**config.mk**
```make
export PLATFORM = sky130hd
export DESIGN_NAME = pipelined_barrel_shifter
export DESIGN_NICKNAME = d
export VERILOG_FILES = /design/src/rtl/pipelined_barrel_shifter.sv
export SDC_FILE = /design/constraint.sdc
export NUM_CORES = 1
export LEC_CHECK = 0
export ABC_AREA = 1
export BUFFER_PORTS_ARGS = -buffer_cell sky130_fd_sc_hd__buf_2
export CORE_ASPECT_RATIO = 0.7
export CORE_MARGIN = 1.5
export CORE_UTILIZATION = 30
export CTS_BUF_LIST = sky130_fd_sc_hd__clkbuf_8
export DETAILED_ROUTE_END_ITERATION = 7
export HOLD_SLACK_MARGIN = 0.03
export PLACE_DENSITY_LB_ADDON = 0.15
export SYNTH_ARGS = -nofsm -noshare
export SYNTH_HDL_FRONTEND = slang
export SYNTH_SLANG_ARGS = --single-unit
export TNS_END_PERCENT = 20
```
**constraint.sdc**
```tcl
create_clock -name clk -period 1.1 [get_ports clk]
set_input_delay 0.055 -clock clk [delete_from_list [all_inputs] [get_ports clk]]
set_output_delay 0.055 -clock clk [all_outputs]
set_load 0.1 [all_outputs]
```
**src/rtl/pipelined_barrel_shifter.sv**
```systemverilog
// Pipelined N-bit barrel shifter: one power-of-two shift stage per register,
// logical/arithmetic/rotate modes, whole-pipe valid/ready stall, lost-bit flag.
module pipelined_barrel_shifter #(
    parameter  int N  = 8,
    localparam int SW = $clog2(N)
) (
    input  logic          clk,
    input  logic          rst,
    input  logic          in_valid,
    output logic          in_ready,
    input  logic [N-1:0]  data_in,
    input  logic [SW-1:0] shift_amount,
    input  logic          direction,
    input  logic [1:0]    mode,
    output logic          out_valid,
    input  logic          out_ready,
    output logic [N-1:0]  data_out,
    output logic          data_lost
);

    localparam int L = SW;

    typedef struct packed {
        logic          valid;
        logic          dir;
        logic [1:0]    mode;
        logic          sign;
        logic [SW-1:0] shamt;
        logic          lost;
        logic [N-1:0]  data;
    } stage_t;

    stage_t stage_q  [L];
    stage_t stage_d  [L];
    stage_t stage_in [L];
    logic   [N:0] step;
    logic         advance;

    // Shift by a fixed power of two; returns {bits discarded, result}.
    // Rotate never discards; mode 11 falls through to the logical paths.
    function automatic logic [N:0] shift_step(input stage_t s, input int amt);
        logic [N-1:0] ones;
        logic [N-1:0] res;
        logic         lost;
        ones = '1;
        lost = 1'b0;
        if (s.mode == 2'b10) begin
            res = s.dir ? ((s.data >> amt) | (s.data << (N - amt)))
                        : ((s.data << amt) | (s.data >> (N - amt)));
        end else if (s.dir) begin
            res  = s.data >> amt;
            if (s.mode == 2'b01 && s.sign) res = res | ~(ones >> amt);
            lost = |(s.data << (N - amt));
        end else begin
            res  = s.data << amt;
            lost = |(s.data >> (N - amt));
        end
        return {lost, res};
    endfunction

    assign advance  = !stage_q[L-1].valid || out_ready;
    assign in_ready = advance;

    always_comb begin
        // NOTE: every always_comb target gets a full default first so no latch is inferred.
        step              = '0;
        stage_in[0].valid = in_valid;
        stage_in[0].dir   = direction;
        stage_in[0].mode  = mode;
        stage_in[0].sign  = data_in[N-1];
        stage_in[0].shamt = shift_amount;
        stage_in[0].lost  = 1'b0;
        stage_in[0].data  = data_in;
        for (int k = 1; k < L; k++) stage_in[k] = stage_q[k-1];
        for (int k = 0; k < L; k++) begin
            stage_d[k] = stage_in[k];
            if (stage_in[k].shamt[k]) begin
                step             = shift_step(stage_in[k], 1 << k);
                stage_d[k].data  = step[N-1:0];
                stage_d[k].lost  = stage_in[k].lost | step[N];
            end
        end
    end

    // The sign of the operand travels with the beat so arithmetic fill is
    // always the entry MSB, not whatever sits in the top bit mid-pipe.
    always_ff @(posedge clk or posedge rst) begin
        if (rst) begin
            // NOTE: sequential state uses non-blocking assignments only.
            for (int k = 0; k < L; k++) stage_q[k] <= '0;
        end else if (advance) begin
            for (int k = 0; k < L; k++) stage_q[k] <= stage_d[k];
        end
    end

    assign out_valid = stage_q[L-1].valid;
    assign data_out  = stage_q[L-1].data;
    assign data_lost = stage_q[L-1].lost;

endmodule

```
Word-level counts from Yosys, hierarchy flattened
Cells that the tools add are included.

Word-level logic and storage cells: 61. Input bits: 18. Output and inout bits: 11. Register bits after elaboration: 44.

Muxes and demuxes: 22. Reduce and logical (&&, ||, !) cells: 9. Eq/ne operators: 6. Bitwise operators: 7.

Operators with widths (number): 2-to-1 mux 8 bit (11); 2-to-1 mux 9 bit (3); 2-to-1 mux 1 bit (8); OR 6 x 8 -> 8 bit (1); OR 7 x 8 -> 8 bit (1); OR 8 x 1 -> 8 bit (1); OR 8 x 2 -> 8 bit (1); OR 8 x 4 -> 8 bit (1); OR reduction 4 bit (2); equality test 2 x 1 -> 1 bit, second input constant (3); equality test 2 bit, second input constant (3); OR reduction 2 bit (2); logical AND 1 bit (3); OR 1 bit (2); zero test 1 bit (1); logical OR 1 bit (1).

Logic depth before layout (Yosys ltp)
Gate-level depths: netlist of run 1.

Depth after elaboration: 6. Depth in mapped cells: 7. Mapped depth without buffers: 7.

Worst setup path after synthesis of run 1
No wires, ideal clock.

Path kind: register to register. Start: register out_valid (netlist name). End: register stage_d[15] (netlist name). Cell stages (with the launch flop): 4. Path slack: -686 ps. Clock period less this slack: 1786 ps. Library setup time: 148 ps. Arrival: 1637 ps. Data required time: 952 ps. Path buffers: 1. Path through: dfrtp_1 > nand2_4 > buf_2 > o21ai_0.

Word-level cells in the longest chain between the ends: 2.

RTL lines: zero test 1 bit (line 61) `assign advance = !stage_q[L-1].valid || out_ready;`; logical OR 1 bit (line 61); via in_ready (line 10) `output logic in_ready,`.

The timed path passes the listed nets, and every way through them passes these cells. A chain may end at the register's enable or synchronous reset.

Worst setup path after layout of run 1
Start: register out_valid (netlist name). End: output port in_ready.

Word-level cells in the longest chain between the ends: 2.

RTL lines (line): zero test 1 bit (61); logical OR 1 bit (61); end, declared (10).

Every way passes these cells.

==> flow_summary.toml, run 1 <==
[place]
io_buffers = 28
place_area_sq_um = 2610
place_hpwl_um = 3760
dp_cells = 420
globalplace.congestion = 0.806

[timing]
hold_viol_final = 0
hold_ws_ns = 0.0388
timing.slew.headroom_pct = 79.5
fin_ws_ns = -0.196
post-route-min-period_ns = 1.30
setup_viol = 30
period_share_pct = 118
max_freq_ghz = 0.772
finClkSkew_ns = 0.00402
grt_setup_unrepaired = "true"
maxSlewViolCount = 0
tightestPinTransition_ns = 0.308

[worst_setup_path]
rr_startpoint = "out_valid$_DFFE_PP0P_"
crit_start = "out_valid$_DFFE_PP0P_"
critPathKind = "register to output port"
path_max_fanout = 3
slowest_delay_ns = 0.49
cp-start-kind = "register"
cp_slowest_cell = "dfrtp_4"
worstPathCellList = "nand2_4, buf_12, buf_8, buf_12"
cp_num_buf_inv = 3
cp_top_family = "flip-flops"
crit_path_end_kind = "output port"
cp_data_arrival_time_ns = 1.24
crit_path_frequent_cell = "buf_12"
cp.required_ns = 1.04

[route]
vias_per_cell = 4.74
post_drt_wl_per_cell_um = 12.9
ant_nets = 0
drc_errors = 0
dr.pass1.iters = 4
routed_wl_um = 5670
route.vias.total = 2081
initialDrtViolationCount = 70

[final_layout]
regArea_sq_um = 1030
synthToLayoutAreaGrowth_pct = 32.7
finalInstanceArea_sq_um = 2870
multi_input_area_sq_um = 956
instances_no_fill = 439
final.fill_count = 714
antenna_cells = 0
drive_gt1_share_pct = 19.1
final_nets = 362

[global_route]
grtUsageMet3_pct = 3.59
grt_busiest_layer = "met2"
grt_max_degree = 42
met1_usage_pct = 22.1
grt_pass1_wl_um = 9450
gr-usage-all-layers_pct = 15.6
antenna_found_initial = 0
grt_pass1_vias = 1997
use_met2_pct = 24.3
grt_overflow_total = 0

[synth]
ys_seq_elements = 41
syn_inst = 300
ys_async_sr_fraction_pct = 100
seq_area_frac_synth_pct = 47.4
syn-cell-area_sq_um = 2160
synth_fp_nets = 318
synth.avg_cell_area_sq_um = 7.22
synth-edff-count = 0
synth_top_cell_by_area = "dfrtp_1"
ys_types = 20
synth.area.top_cells = "dfrtp_1 (47%), nand2_1 (19%), nor2_1 (6.9%)"
synth_top_area_share_pct = 47.4
ys.flop_type = "dfrtp_1"
yosysMostFrequentCell = "nand2_1"
ys.warnings.count = 0
synth_common_cells = "nand2_1 (109), dfrtp_1 (41), nor2_1 (40), o21ai_0 (26), inv_1 (23)"

[clocking]
cts_buffer_depth = 2
clock-sinks = 41
htreeDepth = 2
cts_tree = "yes"
numCtsBuffers = 5
root_buffer = "clkbuf_8"
clk_pin_slew_ns = 0.08
insertion_delay_ns = 0.29

[power]
power_density_nw_per_um2 = 2830
p_total_w = 0.00812
leakagePower_nw = 1.43
peakVddDrop_mv = 1.19

[floorplan]
rows = 25
pin_count = 29
core_area_sq_um = 6850
start_util_pct = 31.6
die_width_um = 105
dieArea_sq_um = 7740
die_h_um = 74.1

[min_path]
hp-start = "data_in[4]"
hold_path.class = "input pin to register"

[status]
violations = "setup timing"
run_status = "complete, but fails checks"

[run]
cap_violations = 0
==> final cells by class <==
cell class,count,share of cell area (%)
Multi-Input combinational cell,219,33.3
Tap cell,94,4.10
Clock inverter,3,0.610
Sequential cell,41,35.9
Timing Repair Buffer,50,20.0
Inverter,27,3.70
Clock buffer,5,2.40
==> sequential cells by signal (all words and copies together), names as in the netlist <==
register   cells
stage_in      18
stage_d       13
data_out       8
data_lost      1
out_valid      1
==> tightest hold or removal path, delay by kind of cell <==
family	cells	cell delay [ns]
AO/OA/AOI/OAI	1	0.07
buffers and inverters	1	0.10
AND/OR/NAND/NOR	1	0.06
==> metal layers <==
layer,vias up,share of wire (%)
met1,987,52
met4,0,0.64
li1,1035,-
met3,4,6.3
met2,55,41
met5,-,0
==> cell families (layout without fill, tap and decap cells) <==
group	count (synthesis)	count (layout)	synth area share, %
AND/OR/NAND/NOR	162	162	29.5
AO/OA/AOI/OAI	57	57	14.0
flip-flops	41	41	47.4
buffers and inverters	40	85	9.07
==> power breakdown <==
group	internal, W	leakage, nW	switching (W)	total [W]
clock network	0.000438	0.0439	0.000536	0.000974
logic	0.00168	0.900	0.00277	0.00444
registers	0.00209	0.486	0.000613	0.00271
==> layout by cell type, fill, tap and decap left out, types with 2 or more instances in the layout <==
master,n
buf_12,13
nor2_1,38
inv_4,2
clkbuf_8,5
buf_6,3
inv_1,22
inv_2,3
buf_4,8
clkinv_2,2
a31oi_1,9
o21ai_0,20
nand2_1,108
buf_2,17
o21ai_1,8
dfrtp_1,39
dlygate4sd3_1,6
nand3_1,9
a21oi_1,17
nor2_2,2
nand4_1,2
==> stage by stage <==
stage          worst slack, ns  util, %  setup TNS, ns
6_report                -0.196     41.9          -2.66
5_1_grt                 -0.241     41.9          -4.86
4_1_cts                 -0.210     41.6          -4.42
3_5_place_dp            -0.142     38.0          -1.96
3_3_place_gp            -0.119     38.0          -1.38
2_1_floorplan           -0.164        -          -4.58
==> path summary, 6_finish.rpt <==
path / end / slack (ns) / depth (start not counted)
hold reg to reg: out_valid$_DFFE_PP0P_ / 0.46 / 2
hold / removal: stage_in[21]$_DFFE_PP0P_ / 0.04 / 3
setup reg to reg: stage_in[5]$_DFFE_PP0P_ / -0.18 / 5
setup / recovery: in_ready / -0.20 / 4
min in group asynchronous: data_out[7]$_DFFE_PP0P_ / 0.37 / 4
max in group asynchronous: out_valid$_DFFE_PP0P_ / 0.50 / 4
==> repair_timing <==
action / in CTS / in global routing
hold buffers: 6 / 0
resized for setup: 7 / 13
endpoints found under the hold margin: 46 / 0
cloned: 2 / 0
endpoints found under the setup margin: 30 / 43
buffers inserted: 3 / 0
pin swaps: 1 / 3
Power figures use the tool's default switching activity.
==> run 2, diff against run 1 <==
- CORE_ASPECT_RATIO: 0.7 -> default
- CTS_CLUSTER_SIZE: default -> 40
==> flow_summary.toml, run 2 (synthesis gave the netlist of run 1 again) <==
[floorplan]
dieArea_sq_um = 7730
die_h_um = 87.9
start_util_pct = 31.5
die_width_um = 87.9
core_area_sq_um = 6870
pin_count = 29
rows = 30

[global_route]
gr-usage-all-layers_pct = 15.3
antenna_found_initial = 0
grt_pass1_wl_um = 9160
grt_overflow_total = 0
grt_pass1_vias = 1952
grt_max_degree = 30

[place]
io_buffers = 28
place_hpwl_um = 3710
globalplace.congestion = 0.856

[timing]
tightestPinTransition_ns = 0.368
max_freq_ghz = 0.785
grt_setup_unrepaired = "true"
period_share_pct = 116
setup_viol = 14
maxSlewViolCount = 0
timing.slew.headroom_pct = 75.5
finClkSkew_ns = 0.00267
setup_tns_ns = -0.908
hold_viol_final = 0
post-route-min-period_ns = 1.27
fin_ws_ns = -0.173

[route]
vias_per_cell = 4.41
ant_nets = 0
drc_errors = 0
routed_wl_um = 5060
post_drt_wl_per_cell_um = 11.5
route.vias.total = 1944
dr.pass1.iters = 6
initialDrtViolationCount = 60

[clocking]
htreeDepth = 2
clk_pin_slew_ns = 0.07
cts_buffer_depth = 2
insertion_delay_ns = 0.29
clock-sinks = 41
root_buffer = "clkbuf_8"
numCtsBuffers = 5
cts_tree = "yes"

[worst_setup_path]
crit_path_frequent_cell = "buf_12"
path_max_fanout = 3
cp_top_family = "flip-flops"
cp_data_arrival_time_ns = 1.22
cp.depth = 4
worstPathCellList = "nand2_4, buf_12, buf_8, buf_12"
cp.required_ns = 1.04
slowest_delay_ns = 0.49
cp_num_buf_inv = 3
cp-start-kind = "register"
reg2reg_depth = 6
crit_path_end_kind = "output port"
cp_slowest_cell = "dfrtp_4"
critPathKind = "register to output port"

[power]
leakagePower_nw = 1.41
p_total_w = 0.00794
power_density_nw_per_um2 = 2790
peakVddDrop_mv = 0.660

[final_layout]
drive_gt1_share_pct = 18.8
synthToLayoutAreaGrowth_pct = 31.3
final_nets = 363
final_cell_mix = "nand2_1 (107), dfrtp_1 (39), nor2_1 (38), inv_1 (23), o21ai_0 (23)"
multi_input_area_sq_um = 956
regArea_sq_um = 1030
antenna_cells = 0
final_common_cell = "nand2_1"
final.fill_count = 727
largest_register_ffs = 18

[min_path]
hold_path.class = "input pin to register"
holdPathStages = 3

[status]
run_status = "complete, but fails checks"
violations = "setup timing"

[run]
cap_violations = 0
==> run 2: cell count changes in the layout (fill, tap and decap cells not counted), sizes merged <==
cell	change
dlygate4sd3	+1
buf	+1
clkinvlp	-1
clkbuf	+1
inv	+1
clkinv	-2
bufbuf	-1
==> run 2: power breakdown <==
| part | internal, W | switching [W] |
|---|---|---|
| clock network | 0.000488 | 0.000485 |
| registers | 0.00210 | 0.000627 |
| logic | 0.00158 | 0.00267 |
==> run 2: path summary, 6_finish.rpt <==
kind	start	endpoint	slack, ns
min reg2reg	stage_d[16]$_DFFE_PP0P_	out_valid$_DFFE_PP0P_	0.45
min in group asynchronous	rst	data_out[6]$_DFFE_PP0P_	0.33
max in group asynchronous	rst	out_valid$_DFFE_PP0P_	0.39
max	out_valid$_DFFE_PP0P_	in_ready	-0.17
min	data_in[4]	stage_in[21]$_DFFE_PP0P_	0.04
max reg2reg	out_valid$_DFFE_PP0P_	stage_in[21]$_DFFE_PP0P_	-0.11
==> run 2: tightest hold or removal path, cell delays in order <==
cell and delay, ns:
buf_2 0.10, nand2_1 0.05, a31oi_1 0.08
==> run 2: metrics by stage <==
stage | util [%] | instances | hold WS (ns) | setup slack, ns | cell area (sq um)
3_3_place_gp | 37.9 | 423 | 0.0897 | -0.0990 | 2600
2_1_floorplan | - | 300 | 0.172 | -0.164 | 2180
4_1_cts | 40.8 | 440 | 0.0351 | -0.194 | 2800
5_1_grt | 41.4 | 441 | 0.0480 | -0.230 | 2840
3_5_place_dp | 37.9 | 423 | 0.0945 | -0.111 | 2600
6_report | 41.4 | 441 | 0.0398 | -0.173 | 2840
==> run 2: routing by layer <==
| layer | up-vias | global-route usage, % | wire length [um] |
|---|---|---|---|
| met4 | 0 | 5.05 | 83 |
| li1 | 1038 | - | - |
| met2 | 39 | 25.0 | 2320 |
| met3 | 8 | 3.77 | 147 |
| met1 | 859 | 20.0 | 2510 |
| met5 | - | 0 | 0 |
==> run 2: layout make-up <==
type	instances	share of cell area (%)
multi-input combinational	219	33.6
clock buffer	6	2.90
tap	96	4.23
sequential	41	36.3
clock inverter	1	0.132
timing repair buffer	51	18.8
inverter	27	4.01
==> run 2: timing repair <==
item,4_1_cts,5_1_grt
pin swaps,1,1
endpoints found under the hold margin,47,0
hold buffers,7,0
endpoints found under the setup margin,31,40
gates resized for setup,5,17
buffers inserted,3,1
